[config.mk]
export PLATFORM = sky130hd
export DESIGN_NAME = rv_alu_iter
export DESIGN_NICKNAME = d
export VERILOG_FILES = /design/src/rtl/rv_alu_iter.sv
export SDC_FILE = /design/constraint.sdc
export NUM_CORES = 1
export LEC_CHECK = 0
export BUFFER_PORTS_ARGS = -buffer_cell sky130_fd_sc_hd__buf_2
export CORE_AREA = 2 2 176 178
export CTS_CLUSTER_DIAMETER = 60
export DETAILED_ROUTE_END_ITERATION = 7
export DIE_AREA = 0 0 178 180
export PLACE_DENSITY = 0.51
export SETUP_SLACK_MARGIN = 0.3
export SYNTH_ARGS = -nofsm -noshare
export SYNTH_HDL_FRONTEND = slang
export SYNTH_SLANG_ARGS = --single-unit
[constraint.sdc]
create_clock -name clk_i -period 5.4 [get_ports clk_i]
set_input_delay 0 -clock clk_i [delete_from_list [all_inputs] [get_ports clk_i]]
set_output_delay 0 -clock clk_i [all_outputs]
set_load 0.005 [all_outputs]
[src/rtl/rv_alu_iter.sv]
// Execute-stage ALU with valid/ready handshake; shifts iterate one bit per cycle.
// Define RV_ALU_BARREL_SHIFT_EN to replace the iterative shifter with a single-cycle barrel shifter.
module rv_alu_iter #(
  parameter int XLEN = 32
) (
  input  logic            clk_i,
  input  logic            rst_ni,
  input  logic            valid_i,
  output logic            ready_o,
  input  logic [3:0]      alu_sel_i,
  input  logic [XLEN-1:0] op_a_i,
  input  logic [XLEN-1:0] op_b_i,
  output logic            valid_o,
  input  logic            ready_i,
  output logic [XLEN-1:0] result_o,
  output logic            zero_o,
  output logic            busy_o
);
  localparam int SHW = $clog2(XLEN);

  typedef enum logic [1:0] {S_IDLE, S_SHIFT, S_DONE} state_e;

  typedef enum logic [3:0] {
    OP_ADD, OP_SUB, OP_SLL, OP_SRL, OP_SRA, OP_XOR, OP_OR, OP_AND,
    OP_SLT, OP_ULT, OP_EQL, OP_NEQL, OP_SGT, OP_UGT, OP_LUI, OP_JAL
  } op_e;

  state_e          state_q, state_d;
  logic            ready_q, ready_d;
  logic            valid_q, valid_d;
  logic            busy_q, busy_d;
  logic [XLEN-1:0] result_q, result_d;
  logic [XLEN-1:0] sh_q, sh_d;
  logic [SHW-1:0]  cnt_q, cnt_d;
  logic            left_q, left_d;
  logic            fill_q, fill_d;

  logic [SHW-1:0]  shamt;
  logic            is_shift;
  logic            start_shift;
  logic [XLEN-1:0] sh_step;

  function automatic logic [XLEN-1:0] zext1(input logic bit_v);
    return {{(XLEN-1){1'b0}}, bit_v};
  endfunction

  // Single-cycle result. Without the barrel shifter this is only reached by
  // shifts with shamt==0, whose result is operand A unchanged.
  function automatic logic [XLEN-1:0] alu_f(input logic [3:0] sel,
                                            input logic [XLEN-1:0] a,
                                            input logic [XLEN-1:0] b);
    logic [XLEN-1:0] r;
    logic [SHW-1:0]  sa;
    sa = b[SHW-1:0];
    r  = '0;
    unique case (op_e'(sel))
      OP_ADD:  r = a + b;
      OP_SUB:  r = a - b;
`ifdef RV_ALU_BARREL_SHIFT_EN
      OP_SLL:  r = a << sa;
      OP_SRL:  r = a >> sa;
      OP_SRA:  r = XLEN'($signed(a) >>> sa);
`else
      OP_SLL, OP_SRL, OP_SRA: r = a;
`endif
      OP_XOR:  r = a ^ b;
      OP_OR:   r = a | b;
      OP_AND:  r = a & b;
      OP_SLT:  r = zext1($signed(a) < $signed(b));
      OP_ULT:  r = zext1(a < b);
      OP_EQL:  r = zext1(a == b);
      OP_NEQL: r = zext1(a != b);
      OP_SGT:  r = zext1($signed(a) >= $signed(b));
      OP_UGT:  r = zext1(a >= b);
      OP_LUI:  r = b;
      OP_JAL:  r = a + XLEN'(4);
      default: r = '0;
    endcase
    return r;
  endfunction

  assign shamt    = op_b_i[SHW-1:0];
  assign is_shift = (alu_sel_i == OP_SLL) || (alu_sel_i == OP_SRL) || (alu_sel_i == OP_SRA);

`ifdef RV_ALU_BARREL_SHIFT_EN
  assign start_shift = 1'b0;
`else
  assign start_shift = is_shift && (shamt != '0);
`endif

  // One-bit step; fill_q carries the sign of the original operand for SRA.
  assign sh_step = left_q ? {sh_q[XLEN-2:0], 1'b0} : {fill_q, sh_q[XLEN-1:1]};

  always_comb begin
    state_d  = state_q;
    ready_d  = ready_q;
    valid_d  = valid_q;
    busy_d   = busy_q;
    result_d = result_q;
    sh_d     = sh_q;
    cnt_d    = cnt_q;
    left_d   = left_q;
    fill_d   = fill_q;
    unique case (state_q)
      S_IDLE: begin
        ready_d = 1'b1;
        if (valid_i && ready_q) begin
          ready_d = 1'b0;
          if (start_shift) begin
            sh_d    = op_a_i;
            cnt_d   = shamt;
            left_d  = (alu_sel_i == OP_SLL);
            fill_d  = (alu_sel_i == OP_SRA) && op_a_i[XLEN-1];
            busy_d  = 1'b1;
            state_d = S_SHIFT;
          end else begin
            result_d = alu_f(alu_sel_i, op_a_i, op_b_i);
            valid_d  = 1'b1;
            state_d  = S_DONE;
          end
        end
      end
      S_SHIFT: begin
        sh_d  = sh_step;
        cnt_d = cnt_q - SHW'(1);
        if (cnt_q == SHW'(1)) begin
          result_d = sh_step;
          valid_d  = 1'b1;
          busy_d   = 1'b0;
          state_d  = S_DONE;
        end
      end
      S_DONE: begin
        if (ready_i) begin
          valid_d = 1'b0;
          ready_d = 1'b1;
          state_d = S_IDLE;
        end
      end
      default: begin
        state_d = S_IDLE;
        valid_d = 1'b0;
        busy_d  = 1'b0;
        ready_d = 1'b0;
      end
    endcase
  end

  always_ff @(posedge clk_i) begin
    if (!rst_ni) begin
      state_q  <= S_IDLE;
      ready_q  <= 1'b0;
      valid_q  <= 1'b0;
      busy_q   <= 1'b0;
      result_q <= '0;
      sh_q     <= '0;
      cnt_q    <= '0;
      left_q   <= 1'b0;
      fill_q   <= 1'b0;
    end else begin
      state_q  <= state_d;
      ready_q  <= ready_d;
      valid_q  <= valid_d;
      busy_q   <= busy_d;
      result_q <= result_d;
      sh_q     <= sh_d;
      cnt_q    <= cnt_d;
      left_q   <= left_d;
      fill_q   <= fill_d;
    end
  end

  assign ready_o  = ready_q;
  assign valid_o  = valid_q;
  assign busy_o   = busy_q;
  assign result_o = result_q;
  assign zero_o   = (result_q == '0);

endmodule

==> metrics.md, run 1 <==
| Metric | Value |
|---|---|
| Total leakage power | 4.650 nW |
| Clock tree sinks | 76 |
| Min-delay worst type | in -> reg |
| Commonest cells after routing, fill and taps aside | 176 x a21oi_1, 115 x nor2_1, 113 x nand2_1 |
| Starting density of the core | between 30% and 40% |
| Final period util | around 73% |
| Status | complete, no violations |
| I/O Pins | 108 |
| Register bit total from synthesis | 76 |
| Die Wd | 178 microns |
| Slew margin rel. | 21.14% |
| Post-CTS Hold Buffers | 2 |
| Post-synth net total | approximately 1,700 |
| Routed WL per cell | ~24 microns |
| Setup WS pre-CTS | around 1700 ps |
| Total global routing overflow | 0 |
| VDD IR max | 0.1073 mV |
| Final Hold Violating Endpoints | 0 |
| Via count | ~12,000 |
| Crit-path cells | dlygate4sd3_1 > buf_2 > inv_1 > ha_1 > inv_1 > fa_1 > nor2b_1 > o211ai_1 > o2111ai_1 > a2111oi_2 > nor2_1 > a41oi_1 > mux2_2 > a22oi_1 > o21ai_1 |
| PD cells | 195.5 mW/mm^2 |
| Clock Skews | about 7.8 ps |
| Yosys cell types | between 80 and 90 |
| Commonest non-fill, non-tap cell in the layout | a21oi_1 |
| Largest net degree at the start of global routing | 59 |
| Vias in the first global route | between 10,000 and 15,000 |
| Layout filler cell count | 3,219 |
| CTS tree | done |
| Crit-path leading delay family | compound AO/OA/AOI/OAI gates |
| CP Class | in -> reg |
| Avg Cell Area, Syn | 6.976 sq um |
| Routed Antenna Nets | 0 |
| CP max FO | 4 |
| Buf/Inv on CP | 4 |
| Layout area overhead | 10.44% |
| Setup repair bufs after CTS | 0 |
| TNS Setup | 0 ps |
| Initial DRC Count | 1,432 |
| Startpoint types | primary input |
| YS warnings | 0 |
| Die Area | roughly 0.032 sq mm |
| CP most frequent cell | inv_1 |
| WL final | 46.32 mm |
| Final core occ | 38.13% |
| Mapped Cells | 1,494 |
| RD Place Congestion | 0.9393 |
| Row cnt | 64 |
| Worst path arrival time | just over 4000 ps |
| Port bufs | 107 |
| Asr flop ratio synth | 0% |
| Post-synth top area cell | dfxtp_1 |
| Final Slew Violations | 0 |
| Syn Std Cell Area | 0.01042 sq mm |
| Share of layout cells above drive strength 1 | 12.05% |
| Via density | approximately 6.3 |
| Synth Flop Type | dfxtp_1 |
| Drt first pass iters | 8 |
| Reg clk slew, reported paths | 60 ps |
| Area contributors post-synth | dfxtp_1 15%, ha_1 12%, a21oi_1 8.5% |
| Number of enable flip-flop cells after synthesis | 0 |
| Clock buffer count from CTS | 9 |
| Max Clk Rate | 0.2553 GHz |
| Register area share after synthesis | approximately 15% |
| Slowest cell delay on critical path | 530 ps |
| Top-area cell type share of the netlist area | 14.60% |
| Core area | 0.03019 sq mm |
| Detailed Place HPWL | around 34 mm |
| Max-cap check violation count | 0 |
| Setup WS post-layout | 1483 ps |
| Die H | 180 microns |
| Min cycle time layout | 3917 ps |
| Initial antenna violation count | 0 |
| Global-route wire length before repair | roughly 69 mm |
| Global Route Usage Sum | 28.03% |
| Post-CTS sizing | 0 |
| Worst slew pin tran | roughly 1200 ps |
| CP max-delay cell | dlygate4sd3_1 |
| Setup crit end kind | register |
| Latest clock arrival within the worst-skew pair | 340 ps |
| # DRC | 0 |
| H-tree depth | 3 |
| Unrepaired setup endpoints after global routing | false |
| Final nets | 1,703 |
| Root Buffer | clkbuf_16 |
| Endpoints failing setup | 0 |
| Clock Path Buffers | 2 |
| N_diodes | 0 |
| Required @ worst endpoint | 5620 ps |
==> routing by layer <==
metal	wire length, microns	track usage [%]
met1	21390	41.28
met2	19780	41.74
met3	3920	4.230
met4	1226	8.131
met5	0	0
==> area by class of cell <==
class | count | area (sq um) | share of cell area (%)
Multi-Input combinational cell | 1201 | 8000 | 69.50
Sequential cell | 76 | 1523 | 13.23
Tap cell | 396 | 495.5 | 4.304
Timing Repair Buffer | 133 | 735.7 | 6.391
Clock buffer | 9 | 225.2 | 1.957
Clock inverter | 7 | 122.6 | 1.065
Inverter | 109 | 409.1 | 3.554
==> metrics by stage <==
stage,cell area (sq um),power (mW),std cells,hold WS [ps]
6_report,11510,2.250,1931,45.61
3_5_place_dp,11140,1.519,1913,348.0
4_1_cts,11510,2.232,1931,30.23
3_3_place_gp,11140,1.521,1913,349.9
5_1_grt,11510,2.359,1931,64.75
2_1_floorplan,10420,1.209,1494,154.3
==> worst paths after layout <==
| path | from | endpoint | depth (start not counted) | slack (ps) |
|---|---|---|---|---|
| setup / recovery | op_a_i[0] | result_o[28] | 15 | 1480 |
| hold / removal | op_a_i[31] | fill_q | 3 | 50 |
| setup reg to reg | cnt_q[0] | result_o[30] | 8 | 2180 |
| hold reg to reg | valid_o | valid_o | 2 | 460 |
==> registers in the layout (all words and copies together) (netlist names) <==
signal,count
busy_o,1
cnt_q,5
fill_q,1
left_q,1
ready_o,1
result_o,32
sh_q,32
state_q,2
valid_o,1
==> cell usage after synthesis, types with 21 or more instances <==
master and instances:
dfxtp_1 76, nor2_1 117, o22ai_1 24, ha_1 99, a21oi_1 176, nor3_1 47
o21ai_0 92, mux2i_1 58, nand2_1 113, o211ai_1 44, nor4_1 22, a221oi_1 27
xnor2_1 21, clkbuf_1 76, nand3_1 64, inv_1 108
==> tightest hold or removal path, delay by kind of cell <==
family                 cells  cell delay (ps)
AND/OR/NAND/NOR            1              110
AO/OA/AOI/OAI              1               70
buffers and inverters      1              150
==> power by group <==
group          internal [mW]  leakage (nW)  switching [mW]
clock network          0.454         0.162           0.257
logic                  0.315          3.87           0.606
registers              0.588         0.617          0.0295
total                   1.36          4.65           0.893
==> logic make-up after synthesis <==
kind of cell	count (synthesis)	synth area share, %
compound gates	530	33.01
simple gates	479	22.76
buf+inv	217	8.919
fa+ha+maj	101	12.27
flops	76	14.60
mux	62	6.002
xor+xnor	29	2.437
Power figures use the tool's default switching activity.
==> inputs of run 2 (changes only) <==
--- a/config.mk
+++ b/config.mk
@@ -10,7 +10,7 @@
 export CTS_CLUSTER_DIAMETER = 60
 export DETAILED_ROUTE_END_ITERATION = 7
 export DIE_AREA = 0 0 178 180
-export PLACE_DENSITY = 0.51
+export PLACE_DENSITY = 0.52
 export SETUP_SLACK_MARGIN = 0.3
 export SYNTH_ARGS = -nofsm -noshare
 export SYNTH_HDL_FRONTEND = slang
==> constraint.sdc (replaced) <==
create_clock -name clk_i -period 3.3 [get_ports clk_i]
set_input_delay 0 -clock clk_i [delete_from_list [all_inputs] [get_ports clk_i]]
set_output_delay 0 -clock clk_i [all_outputs]
set_load 0.005 [all_outputs]
==> run 2 against run 1 <==
Net effect:
- sequential cell count unchanged
- combinational power increased by 74%
- worst hold slack improved by 19 ps
- sequential power increased by 63%
- design area increased by 4.9%
- register-to-register slack got worse by 1700 ps
- critical path depth decreased by 3
- utilization increased by 1.9 points
- global-route usage increased by 1.3 points
- die area unchanged
- sequential share of layout area decreased by 0.62 points
- critical path type unchanged
- largest power group unchanged
==> metrics.md, run 2 (synthesis gave the netlist of run 1 again) <==
| Metric | Value |
|---|---|
| Sw frac | 39.72% (+0.044 points) |
| Clock buffer count from CTS | 9 (unchanged) |
| Layout area overhead | 15.85% |
| Crit path from | op_b_i[7] |
| Worst path arrival time | 3150 ps (-990 ps) |
| Min-delay worst type | in -> reg |
| Final period util | 88.76% |
| Total leakage power | 5.000 nW (+7.5%) |
| Status | complete, no violations |
| HP Start | op_a_i[31] |
| Final core occ | 40.00% (+1.9 points) |
| RD Place Congestion | 0.9865 (+5.0%) |
| Int Pwr | 2.227 mW (+64%) |
| CP max FO | 11 (+7) |
| Worst Reg2Reg Path Length in Cells | 9 (+1) |
| TNS Setup | 0 ps (unchanged) |
| Endpoints failing setup | 0 (unchanged) |
| Met3 Track Usage GR | 4.801% (+0.57 points) |
| Global-route wire length before repair | 72.48 mm (+4.8%) |
| Worst slew pin tran | 830.9 ps (-350.7 ps) |
| Routed Antenna Nets | 0 (unchanged) |
| Initial DRC Count | 1,683 (+18%) |
| Layer with the highest usage | met2 |
| Unrepaired setup endpoints after global routing | true |
| Sequential share of power | 27.4% (about the same) |
| CTS tree | done |
| I/O Pins | 108 (unchanged) |
| Vias in the first global route | 11,670 (+4.5%) |
| Met1 usage | 43.17% (+1.9 points) |
| Setup WS pre-CTS | -0.4803 ps (-1750 ps) |
| Sw power | 1.467 mW (+64%) |
| Reg2reg start | state_q[1] |
| Startpoint types | primary input |
| Routed WL per cell | 23.95 microns (-0.14%) |
| H-tree depth | 3 (unchanged) |
| Fin area | 0.01207 sq mm (+4.9%) |
| Clock tree sinks | 76 (unchanged) |
| Via count | 12,420 (+2.4%) |
| Total power | 3.693 mW (+64%) |
| Commonest non-fill, non-tap cell in the layout | a21oi_1 |
| CP Class | in -> reg |
| Comb power frac | 43.4% (+2.5 points) |
| Via density | 6.198 (-1.4%) |
| Setup repair bufs after CTS | 0 (unchanged) |
| Worst Hold Depth | 3 (unchanged) |
| Root Buffer | clkbuf_16 |
| Final Hold Violating Endpoints | 0 (unchanged) |
| Layout filler cell count | 3,282 (+2.0%) |
| Hold path endpoint | fill_q |
| Die H | 180 microns (unchanged) |
| Total global routing overflow | 0 (unchanged) |
| Placed inst area | 0.01170 sq mm (+5.0%) |
| Largest net degree at the start of global routing | 61 (+3.4%) |
| Initial antenna violation count | 3 (+3) |
| Max Clk Rate | 0.3414 GHz |
| Capture point of the worst reg-to-reg path | result_o[28] |
| # DRC | 0 (unchanged) |
| Die Wd | 178 microns (unchanged) |
| Starting density of the core | 34.52% (unchanged) |
| FF/Latch Area | 0.001523 sq mm (unchanged) |
| Clock Path Buffers | 2 (unchanged) |
| Min cycle time layout | ~2900 ps |
| Drt first pass iters | 5 (-3) |
| Required @ worst endpoint | 3520 ps (-2100 ps) |
| Met2 Use GR | 44.06% (+2.3 points) |
| Slew margin rel. | 44.18% (+23 points) |
| Share of layout cells above drive strength 1 | 16.13% (+4.1 points) |
| Port bufs | 107 (unchanged) |
| Global Route Usage Sum | 29.33% (+1.3 points) |
| Latest clock arrival within the worst-skew pair | 340 ps (about the same) |
| Final Slew Violations | 0 (unchanged) |
| Core area | 0.03019 sq mm (unchanged) |
| Final nets | 1,775 (+4.2%) |
| Reg clk slew, reported paths | 60 ps (about the same) |
| VDD IR max | 0.2066 mV (+93%) |
| Clk network pwr share | 29.2% (-2.4 points) |
| Clock Skews | 9.604 ps (+1.805 ps) |
| Detailed Place HPWL | 36.86 mm (+7.3%) |
| Multi-input logic area | 0.008036 sq mm (+0.45%) |
| Max-cap check violation count | 0 (unchanged) |
| FF-to-FF setup slack | 520 ps (-1660 ps) |
| Commonest cells after routing, fill and taps aside | 176 x a21oi_1, 115 x nor2_1, 113 x nand2_1 |
| Row cnt | 64 (unchanged) |
| WL final | 48.00 mm (+3.6%) |
| Die Area | 0.03204 sq mm (unchanged) |
| Setup crit end kind | register |
| Setup WS post-layout | 370.8 ps (-1112 ps) |
| PD cells | 305.9 mW/mm^2 (+56%) |
-- run 2: worst max path at each step --
| stage | end | slack [ps] | cells past startpoint |
|---|---|---|---|
| final | result_o[17] | 370 | 12 |
| after global routing | result_o[17] | 240 | 13 |
| after CTS | result_o[17] | 360 | 12 |
| after detailed placement | result_o[17] | -0.5 | 12 |
| after global placement | result_o[17] | 60 | 12 |
| after floorplan | result_o[28] | 790 | 13 |
-- run 2: power groups by stage --
stage | clock network [mW] | logic, mW | registers [mW]
6_report | 1.08 | 1.60 | 1.01
5_1_grt | 1.12 | 1.73 | 1.02
4_1_cts | 1.09 | 1.55 | 1.01
3_5_place_dp | 0 | 1.54 | 1.03
3_3_place_gp | 0 | 1.54 | 1.03
2_1_floorplan | 0 | 0.964 | 1.01
-- run 2: worst max-delay path, cell delays in order --
cell and delay [ps]:
buf_2 100, inv_1 60, ha_1 450, inv_1 160, o31ai_1 420, a22oi_1 220, a211oi_1 660, or2_2 260
a221oi_1 110, and3_1 230, nor4_2 340, o21ai_0 140
-- run 2: cell type report --
| type | count | share of cell area, % |
|---|---|---|
| Clock inverter | 4 | 0.6114 |
| Timing Repair Buffer | 205 | 10.67 |
| Sequential cell | 76 | 12.61 |
| Tap cell | 396 | 4.104 |
| Inverter | 109 | 3.389 |
| Antenna cell | 2 | 0.04145 |
| Multi-Input combinational cell | 1201 | 66.56 |
| Clock buffer | 11 | 2.010 |
-- run 2: per-stage QoR --
| step | std cells | hold WS, ps |
|---|---|---|
| 2_1_floorplan | 1494 | 154.3 |
| 3_3_place_gp | 1985 | 313.4 |
| 3_5_place_dp | 1985 | 323.3 |
| 4_1_cts | 2002 | 33.47 |
| 5_1_grt | 2004 | 81.48 |
| 6_report | 2004 | 64.39 |
-- run 2: per-layer routing --
| metal | vias up | routed length (microns) |
|---|---|---|
| li1 | 5742 | - |
| met1 | 5946 | 21670 |
| met2 | 662 | 20520 |
| met3 | 68 | 4699 |
| met4 | 2 | 1096 |
| met5 | - | 13 |
-- run 2: timing repair --
item                       in CTS  in global routing
hold buffers                    2                  0
setup endpoints to repair       0                  6
hold endpoints to repair        3                  0
gates resized for setup         0                  7
